**config.mk**
```make
export PLATFORM = sky130hd
export DESIGN_NAME = conv_stream_driver_flat
export DESIGN_NICKNAME = d
export VERILOG_FILES = /design/src/rtl/conv_pkg.sv /design/src/rtl/conv_stream_driver_if.sv /design/src/rtl/conv_mw_timer.sv /design/src/rtl/conv_stream_driver.sv /design/src/flat_wrapper.sv
export SDC_FILE = /design/constraint.sdc
export NUM_CORES = 1
export LEC_CHECK = 0
export ABC_AREA = 1
export CAP_MARGIN = 20
export CORE_AREA = 2 2 94 114
export DETAILED_ROUTE_END_ITERATION = 7
export DIE_AREA = 0 0 96 116
export SKIP_CTS_REPAIR_TIMING = 1
export SLEW_MARGIN = 15
export SYNTH_ARGS = -nofsm -noshare
export SYNTH_HDL_FRONTEND = slang
export SYNTH_SLANG_ARGS = --single-unit
```
**constraint.sdc**
```tcl
create_clock -name clk -period 4.2 [get_ports clk]
set_clock_uncertainty 0.2 [all_clocks]
set_input_delay 0.84 -clock clk [delete_from_list [all_inputs] [get_ports clk]]
set_output_delay 0.84 -clock clk [all_outputs]
set_load 0.05 [all_outputs]
```
**src/rtl/conv_pkg.sv**
```systemverilog
// conv_pkg: shared types for the convolution stream driver.
// State and strobe-kind encodings plus small decode helpers.
package conv_pkg;

  typedef enum logic [2:0] {
    IDLE,
    FETCH,
    ISSUE,
    GUARD,
    WAITMW,
    DONE
  } state_e;

  typedef enum logic [2:0] {
    CF,
    FIRST,
    ROWSTART,
    STREAM,
    COEF,
    TERM
  } kind_e;

  typedef struct packed {
    logic sle;
    logic nr;
    logic cle;
  } strobe_t;

  localparam int NUM_COEFF = 3;

  function automatic logic is_sample(kind_e k);
    return (k == FIRST) ||
           (k == ROWSTART) ||
           (k == STREAM);
  endfunction

  function automatic strobe_t kind_strobe(kind_e k);
    strobe_t s;
    s = '0;
    unique case (k)
      CF, FIRST, STREAM: s.sle = 1'b1;
      ROWSTART:          s.nr  = 1'b1;
      COEF:              s.cle = 1'b1;
      TERM: begin
        s.nr  = 1'b1;
        s.sle = 1'b1;
      end
      default:           s = '0;
    endcase
    return s;
  endfunction

endpackage

```
**src/rtl/conv_stream_driver_if.sv**
```systemverilog
// conv_stream_driver_if: upstream stream plus engine control lines.
// master = driver side, slave = source/engine side.
interface conv_stream_driver_if #(
  parameter int DW = 8
) ();

  logic          src_valid;
  logic [DW-1:0] src_data;
  logic          src_ready;
  logic [DW-1:0] sample_data;
  logic          sample_load_en;
  logic          new_row;
  logic          coeff_load_en;
  logic          modwait;

  modport master (
    input  src_valid,
    input  src_data,
    input  modwait,
    output src_ready,
    output sample_data,
    output sample_load_en,
    output new_row,
    output coeff_load_en
  );

  modport slave (
    output src_valid,
    output src_data,
    output modwait,
    input  src_ready,
    input  sample_data,
    input  sample_load_en,
    input  new_row,
    input  coeff_load_en
  );

endinterface

```
**src/rtl/conv_mw_timer.sv**
```systemverilog
// conv_mw_timer: counts engine-busy cycles, flags at TMO.
// Saturates at TMO so the flag holds until cleared.
module conv_mw_timer #(
  parameter int TMO = 64
) (
  input  logic clk,
  input  logic n_rst,
  input  logic en,
  input  logic clr,
  output logic expired
);

  localparam int CW = $clog2(TMO + 1);

  logic [CW-1:0] cnt_q;

  assign expired = (cnt_q == CW'(TMO));

  // busy-cycle counter, cleared whenever the engine is not stalling us
  always_ff @(posedge clk) begin
    if (!n_rst) begin
      cnt_q <= '0;
    end else if (clr) begin
      cnt_q <= '0;
    end else if (en && !expired) begin
      cnt_q <= cnt_q + CW'(1);
    end
  end

endmodule

```
**src/rtl/conv_stream_driver.sv**
```systemverilog
// conv_stream_driver: sequences coefficient and image words
// from a valid/ready stream onto the engine control strobes.
module conv_stream_driver
  import conv_pkg::*;
#(
  parameter int WW  = 8,
  parameter int HW  = 8,
  parameter int DW  = 8,
  parameter int TMO = 64
) (
  input  logic                 clk,
  input  logic                 n_rst,
  input  logic                 start,
  input  logic                 coeff_update,
  input  logic [WW-1:0]        img_width,
  input  logic [HW-1:0]        img_height,
  conv_stream_driver_if.master bus,
  output logic                 busy,
  output logic                 done,
  output logic                 err
);

  state_e        state_q;
  state_e        state_d;
  kind_e         kind_q;
  kind_e         kind_d;
  logic [WW-1:0] w_q;
  logic [HW-1:0] h_q;
  logic [WW-1:0] col_q;
  logic [WW-1:0] col_d;
  logic [HW-1:0] row_q;
  logic [HW-1:0] row_d;
  logic [1:0]    cf_q;
  logic [1:0]    cf_d;
  logic [DW-1:0] data_q;

  logic    take;
  logic    pop;
  logic    bad_dim;
  logic    last_col;
  logic    last_row;
  logic    last_cf;
  logic    tmo;
  logic    tmr_en;
  logic    tmr_clr;
  strobe_t stb;
  logic    src_ready;

  assign take     = (state_q == IDLE) && start;
  assign pop      = src_ready;
  assign bad_dim  = (img_width < WW'(3)) ||
                    (img_height == '0);
  assign last_col = (col_q == w_q - WW'(1));
  assign last_row = (row_q == h_q - HW'(1));
  assign last_cf  = (cf_q == 2'(NUM_COEFF - 1));

  assign tmr_en  = (state_q == WAITMW) && bus.modwait;
  assign tmr_clr = (state_q != WAITMW) || !bus.modwait;

  conv_mw_timer #(
    .TMO (TMO)
  ) u_tmr (
    .clk     (clk),
    .n_rst   (n_rst),
    .en      (tmr_en),
    .clr     (tmr_clr),
    .expired (tmo)
  );

  // state register
  always_ff @(posedge clk) begin
    if (!n_rst) begin
      state_q <= IDLE;
    end else begin
      state_q <= state_d;
    end
  end

  // next state plus next sequence position
  always_comb begin
    state_d = state_q;
    kind_d  = kind_q;
    col_d   = col_q;
    row_d   = row_q;
    cf_d    = cf_q;
    unique case (state_q)
      IDLE: begin
        if (start) begin
          col_d   = '0;
          row_d   = '0;
          cf_d    = '0;
          kind_d  = coeff_update ? CF : FIRST;
          state_d = bad_dim ? DONE : FETCH;
        end
      end
      FETCH: begin
        if (bus.src_valid) state_d = ISSUE;
      end
      ISSUE:  state_d = GUARD;
      GUARD:  state_d = WAITMW;
      WAITMW: begin
        if (tmo) begin
          state_d = IDLE;
        end else if (!bus.modwait) begin
          unique case (1'b1)
            kind_q == TERM: begin
              state_d = DONE;
            end
            kind_q == COEF: begin
              kind_d  = FIRST;
              col_d   = '0;
              row_d   = '0;
              state_d = FETCH;
            end
            kind_q == CF: begin
              if (last_cf) begin
                kind_d  = COEF;
                state_d = ISSUE;
              end else begin
                cf_d    = cf_q + 2'd1;
                state_d = FETCH;
              end
            end
            is_sample(kind_q): begin
              unique case (1'b1)
                !last_col: begin
                  col_d   = col_q + WW'(1);
                  kind_d  = STREAM;
                  state_d = FETCH;
                end
                last_col && !last_row: begin
                  col_d   = '0;
                  row_d   = row_q + HW'(1);
                  kind_d  = ROWSTART;
                  state_d = FETCH;
                end
                default: begin
                  kind_d  = TERM;
                  state_d = ISSUE;
                end
              endcase
            end
            default: state_d = IDLE;
          endcase
        end
      end
      DONE:    state_d = IDLE;
      default: state_d = IDLE;
    endcase
  end

  // frame shadows, sequence counters and presented word
  always_ff @(posedge clk) begin
    if (!n_rst) begin
      w_q    <= '0;
      h_q    <= '0;
      kind_q <= CF;
      col_q  <= '0;
      row_q  <= '0;
      cf_q   <= '0;
      data_q <= '0;
    end else begin
      if (take) begin
        w_q <= img_width;
        h_q <= img_height;
      end
      kind_q <= kind_d;
      col_q  <= col_d;
      row_q  <= row_d;
      cf_q   <= cf_d;
      if (pop) data_q <= bus.src_data;
    end
  end

  // Moore output decode; src_ready alone looks at an input
  always_comb begin
    stb       = '0;
    busy      = (state_q != IDLE);
    done      = (state_q == DONE);
    err       = (state_q == WAITMW) && tmo;
    src_ready = (state_q == FETCH) && bus.src_valid;
    if (state_q == ISSUE) stb = kind_strobe(kind_q);
  end

  assign bus.src_ready      = src_ready;
  assign bus.sample_data    = data_q;
  assign bus.sample_load_en = stb.sle;
  assign bus.new_row        = stb.nr;
  assign bus.coeff_load_en  = stb.cle;

endmodule
```
**src/flat_wrapper.sv**
```systemverilog
// flat-port wrapper written by rule: the top's interface ports become plain ports
module conv_stream_driver_flat import conv_pkg::*;
#(
  parameter int WW  = 8,
  parameter int HW  = 8,
  parameter int DW  = 8,
  parameter int TMO = 64
)
  (clk, n_rst, start, coeff_update, img_width, img_height, busy, done, err, bus_src_valid, bus_src_data, bus_modwait, bus_src_ready, bus_sample_data, bus_sample_load_en, bus_new_row, bus_coeff_load_en);
  conv_stream_driver_if #(.DW(DW)) bus_i ();
  input  logic clk;
  input  logic n_rst;
  input  logic start;
  input  logic coeff_update;
  input  logic [WW-1:0] img_width;
  input  logic [HW-1:0] img_height;
  output logic busy;
  output logic done;
  output logic err;
  input wire logic [$bits(bus_i.src_valid)-1:0] bus_src_valid;
  input wire logic [$bits(bus_i.src_data)-1:0] bus_src_data;
  input wire logic [$bits(bus_i.modwait)-1:0] bus_modwait;
  output wire logic [$bits(bus_i.src_ready)-1:0] bus_src_ready;
  output wire logic [$bits(bus_i.sample_data)-1:0] bus_sample_data;
  output wire logic [$bits(bus_i.sample_load_en)-1:0] bus_sample_load_en;
  output wire logic [$bits(bus_i.new_row)-1:0] bus_new_row;
  output wire logic [$bits(bus_i.coeff_load_en)-1:0] bus_coeff_load_en;
  assign bus_i.src_valid = bus_src_valid;
  assign bus_i.src_data = bus_src_data;
  assign bus_i.modwait = bus_modwait;
  assign bus_src_ready = bus_i.src_ready;
  assign bus_sample_data = bus_i.sample_data;
  assign bus_sample_load_en = bus_i.sample_load_en;
  assign bus_new_row = bus_i.new_row;
  assign bus_coeff_load_en = bus_i.coeff_load_en;
  conv_stream_driver #(.WW(WW), .HW(HW), .DW(DW), .TMO(TMO)) u_core (.clk(clk), .n_rst(n_rst), .start(start), .coeff_update(coeff_update), .img_width(img_width), .img_height(img_height), .bus(bus_i), .busy(busy), .done(done), .err(err));
endmodule
```
* After elaboration in Yosys (flattened, before gate mapping) *
Cells that the tools add are included.

word-level totals
  register bits after elaboration = 55
  bits in latches = 0
  RAM bits = 0
  memory bits (read-only) = 0
  input port bits = 30
  output and inout bits = 15
  logic and storage cells = 110
  memories kept = 0

cells by class
  $add $sub $neg = 6
  multipliers = 0
  div/mod/pow operators = 0
  $lt $le $gt $ge = 1
  equality and inequality tests = 27
  shift operators = 0
  mux-type cells = 38
  bitwise gates (word level) = 1
  reductions and logical operators = 28

operators with widths
  operator                                                                      number
  8-bit case mux with 2 select lines                                            5
  8-bit two-way mux                                                             6
  3-bit two-way mux                                                             10
  6-bit AND reduction                                                           4
  8-bit by 1-bit adder with 8-bit output, second input constant                 2
  8-bit == test                                                                 2
  8-bit by 1-bit subtractor with 8-bit output, second input constant            2
  3-bit case mux with 5 select lines                                            1
  2-bit two-way mux                                                             7
  3-bit by 2-bit == test with 1-bit output, second input constant               4
  3-bit == test, second input constant                                          4
  2-bit inequality test, second input constant                                  6
  3-bit case mux with 2 select lines                                            2
  3-bit case mux with 4 select lines                                            1
  3-bit inequality test, second input constant                                  3
  3-bit case mux with 3 select lines                                            1
  8-bit zero test                                                               1
  8-bit by 2-bit less-than comparator with 1-bit output, second input constant  1
  4-bit inequality test, second input constant                                  2
  7-bit by 1-bit adder with 7-bit output, second input constant                 1
  7-bit == test, second input constant                                          1
  3-bit by 1-bit == test with 1-bit output, second input constant               2
  1-bit logical AND                                                             6
  3-bit zero test                                                               2
  other kinds (13)                                                              25

* Longest topological paths before layout *
  depth in word-level cells = 10
  depth in mapped cells = 17
  depth with buffers taken out = 16

* Hierarchy *
Synthesis repeated with hierarchy kept, for this count alone.

unflattened totals
  cells, all modules = 561
  area total of the unflattened synthesis = 3,510.9 um^2

by module, submodules not included
  module              instances  cells each  area an instance (um^2)  seq. area each (um^2)
  conv_stream_driver  1          491         3,045.4                  960.9
  conv_mw_timer       1          70          465.4                    140.1

* Worst setup path before layout *
No wires, ideal clock.

  path kind = input to output
  start point = in bus_src_valid
  end point = out bus_src_ready
  data arrival time = 1.721 ns
  required time = 3.160 ns
  path slack = 1.439 ns
  stages on the path = 2
  cell sequence = inv_1 > nor2_1

between the ends
  cells in the longest elaborated chain, start to end = 1

RTL lines
  element             line                       source
  start: declaration  flat_wrapper.sv:20         input wire logic [$bits(bus_i.src_valid)-1:0] bus_src_valid;
  1-bit logical AND   conv_stream_driver.sv:181  src_ready = (state_q == FETCH) && bus.src_valid;
  end: declaration    flat_wrapper.sv:23         output wire logic [$bits(bus_i.src_ready)-1:0] bus_src_ready;

Every way passes these cells.

* Worst setup path after layout *
Ends and elaborated chain as after synthesis.

==> results by group <==
Critical path
  – Crit path capture type: output pin
  – Reg2reg end: u_core.col_q[3]
  – R2R depth: 10
  – Setup slack on the worst flop-to-flop path: 1.72 ns
  – Largest stage delay, worst path: 0.80 ns
  – Crit Reg-Reg Startpoint: u_core.u_tmr.cnt_q[0]
  – WP buf/inv: 4
  – Startpoint Class: primary input
  – Top cell by count, worst path: clkdlybuf4s50_1
  – Family with the most delay on the worst path: buffers and inverters
  – WP data required: 3.16 ns
  – CP max FO: 10
  – Critical Path, Cell by Cell: clkdlybuf4s50_1, inv_1, nor2_1, buf_4, clkdlybuf4s50_1
  – Slowest cell on crit path: clkdlybuf4s50_1
  – Arrival time worst endpoint: 2.41 ns
  – Crit Path Class: primary input to output pin

STA
  – Slew Limit Headroom: 46.4%
  – Setup TNS: 0 ns
  – Final setup margin: 0.748 ns
  – Final Hold Vio Count: 0
  – Pins Over Slew Limit: 0
  – F_max: 290 MHz
  – Tcrit/Tclk final: 82.2%
  – Minimum clock period: 3.45 ns
  – Final setup vio count: 0
  – Slew of the pin with the lowest slew margin: 0.802 ns
  – RSZ-0062 raised after global routing: no

CTS
  – CTS tree: done
  – Clock Tree Root: clkbuf_16
  – Later-pin clock latency in the skew report: 0.29 ns
  – Clock Pin Slew Worst Setup and Hold Paths: 0.07 ns
  – Clock sinks: 55
  – Clk buf depth: 2
  – Inserted Clock Buffers: 5
  – H-tree level count: 2

Synthesis
  – Synth Flop Type: dfxtp_1
  – Area leader, netlist: dfxtp_1
  – Synth cell types: 37
  – Gate count of the mapped netlist: 511
  – Sequential share of the synthesized area: 32.0%
  – Syn Std Cell Area: 3440 µm²
  – Flops & latches, synth: 55
  – Syn. warnings: 0
  – Post-synth top area share: 32.0%
  – Ys async rst share: 0%
  – Synth top area cells: dfxtp_1 32%, nand2_1 12%, nor2_1 6.7%
  – Mean Syn Cell Area: 6.74 µm²
  – Syn Nets: 548
  – EDFF count, synth: 0

Floorplanning
  – Initial core utilization: 34.6%
  – Die height: 116 µm
  – Total Die Area: 11100 µm²
  – CORE AREA: 9960 µm²
  – I/O pin total: 45
  – DIE WIDTH: 96 µm
  – Row cnt: 40

Hold path
  – Hold depth: 2
  – Hold WC Path Type: register to register
  – Hold Crit Endpoint: u_core.cf_q[1]
  – Hold_sp: u_core.cf_q[1]

Drt
  – Routed vias: 3274
  – Post-route DRC: 0
  – DRT Pass-1 Iters: 5
  – Drt total wl: 8.35 mm
  – Avg WL per Cell: 12.3 µm
  – 1st-iter DRT viols: 126
  – Final ANT Viol Nets: 0
  – Via density: 4.83

Power and ir drop
  – Switch share: 36.4%
  – Peak supply drop: 0.177 mV
  – Leak pwr: 1.65 nW
  – Logic pwr share: 32.8%
  – Reg power frac: 40.3%
  – Internal: 0.966 mW
  – Pwr Density: 368 nW/µm²
  – Clock power share: 26.9%
  – Net Sw Power: 0.552 mW

Run
  – MaxCap Viol Count: 0

Cells and area
  – Area of the multi-input gates: 2020 µm²
  – Fin nets: 589
  – Area occupied by registers: 1100 µm²
  – Area Growth Syn to Fin: 19.8%
  – Layout cell share with drive strength beyond 1: 9.60%
  – N_diodes: 0
  – Final core utilization: 41.4%
  – Fillers: 1033

Global route
  – First-pass GRT wire length: 14.4 mm
  – Largest net degree at the start of global routing: 33
  – Grt ovf: 0
  – Global Route Usage Sum: 16.2%
  – Vias in the first global route: 3163
  – Initial antenna violation count: 0

Placed design
  – I/O Buffers: 44
  – Routability cong.: 0.824
  – Pre-CTS setup slack: 0.741 ns
  – HPWL after DPL: 6.44 mm

Status
  – Outcome: finished, final reports clean
## sequential cells by signal (all words and copies together) (netlist names)
register,cells
u_core.row_q,8
u_core.col_q,8
u_core.h_q,8
u_core.kind_q,3
u_core.state_q,3
u_core.u_tmr.cnt_q,7
u_core.cf_q,2
u_core.bus.sample_data,8
u_core.w_q,8
## worst max path at each step
stage,start,cells after the start,end,slack (ns)
3_3_place_gp,bus_src_valid,5,bus_src_ready,0.73
2_1_floorplan,bus_src_valid,2,bus_src_ready,1.44
5_1_grt,bus_src_valid,5,bus_src_ready,0.69
6_report,bus_src_valid,5,bus_src_ready,0.75
3_5_place_dp,bus_src_valid,5,bus_src_ready,0.74
4_1_cts,bus_src_valid,5,bus_src_ready,0.74
## power groups by stage
stage                     registers (mW)  logic, mW  clock network, mW
after floorplan                    0.638      0.365                  0
after global placement             0.622      0.489                  0
after detailed placement           0.623      0.498                  0
after CTS                          0.612      0.501              0.425
after global routing               0.619      0.564              0.447
final                              0.612      0.498              0.408
## per-stage QoR
stage	instance area, µm²	cells	hold WS (ns)	power [mW]
2_1_floorplan	3440	511	0.227	1.00
3_3_place_gp	3990	671	0.235	1.11
3_5_place_dp	3990	671	0.244	1.12
4_1_cts	4130	678	0.257	1.54
5_1_grt	4130	678	0.276	1.63
6_report	4130	678	0.258	1.52
## kinds of logic (layout without fill, tap and decap cells)
kind of cell / count (synthesis) / after routing / synth area share, %
adder cells (fa/ha/maj): 7 / 7 / 2.54
AO/OA/AOI/OAI: 85 / 85 / 12.7
XOR/XNOR: 20 / 20 / 5.53
flip-flops: 55 / 55 / 32.0
AND/OR/NAND/NOR: 270 / 270 / 37.9
buffers and inverters: 74 / 115 / 9.38
## layout make-up
cell class / instances / area share [%]
well taps: 126 / 3.82
clock inverters: 2 / 0.334
repair buffers: 47 / 11.2
multi-input cells: 382 / 48.9
clock buffers: 5 / 3.03
inverters: 61 / 5.98
flip-flops and latches: 55 / 26.7
## layout by cell type (no fill, tap or decap), drive strengths merged, types with 12 or more instances in the layout
cell / count
a21oi: 40
clkdlybuf4s50: 44
dfxtp: 55
inv: 59
nand2: 118
nand3: 45
nor2: 75
nor3: 13
o21ai: 41
xor2: 12
## Yosys cell counts (2+ instances only)
master and n:
nor2_1 61, nand2_1 108, xor2_2 2, o21ai_1 6, inv_4 2, nor2_2 7, buf_6 3, clkbuf_1 6
buf_2 3, xnor2_1 8, nand4_1 4, dfxtp_1 55, nor4_1 4, a211oi_1 3, inv_2 11, inv_1 46
nand3_1 45, ha_1 7, o21ai_0 35, a21oi_1 40, nor2_4 5, nand2_4 3, nand3b_1 3, nor3_1 11
xor2_1 10, nor2_8 2, nor3b_1 5, nand2_2 7
## worst register-to-register path, delay by kind of cell, from the launching register on
| family | cells | cell delay, ns |
|---|---|---|
| and+or+nand+nor | 7 | 1.44 |
| AOI/OAI and AO/OA | 1 | 0.12 |
| buffers and inverters | 1 | 0.08 |
| DFF | 1 | 0.35 |
| adders and majority gates | 1 | 0.19 |
## metal layers
layer / wire, µm / global-route usage, % / share of wire (%)
met3: 251 / 2.86 / 3.0
met5: 0 / 0 / 0
met4: 191 / 6.38 / 2.3
met1: 3900 / 20.1 / 47
met2: 4000 / 27.6 / 48
Note: power is estimated with default switching activity, not from simulation.
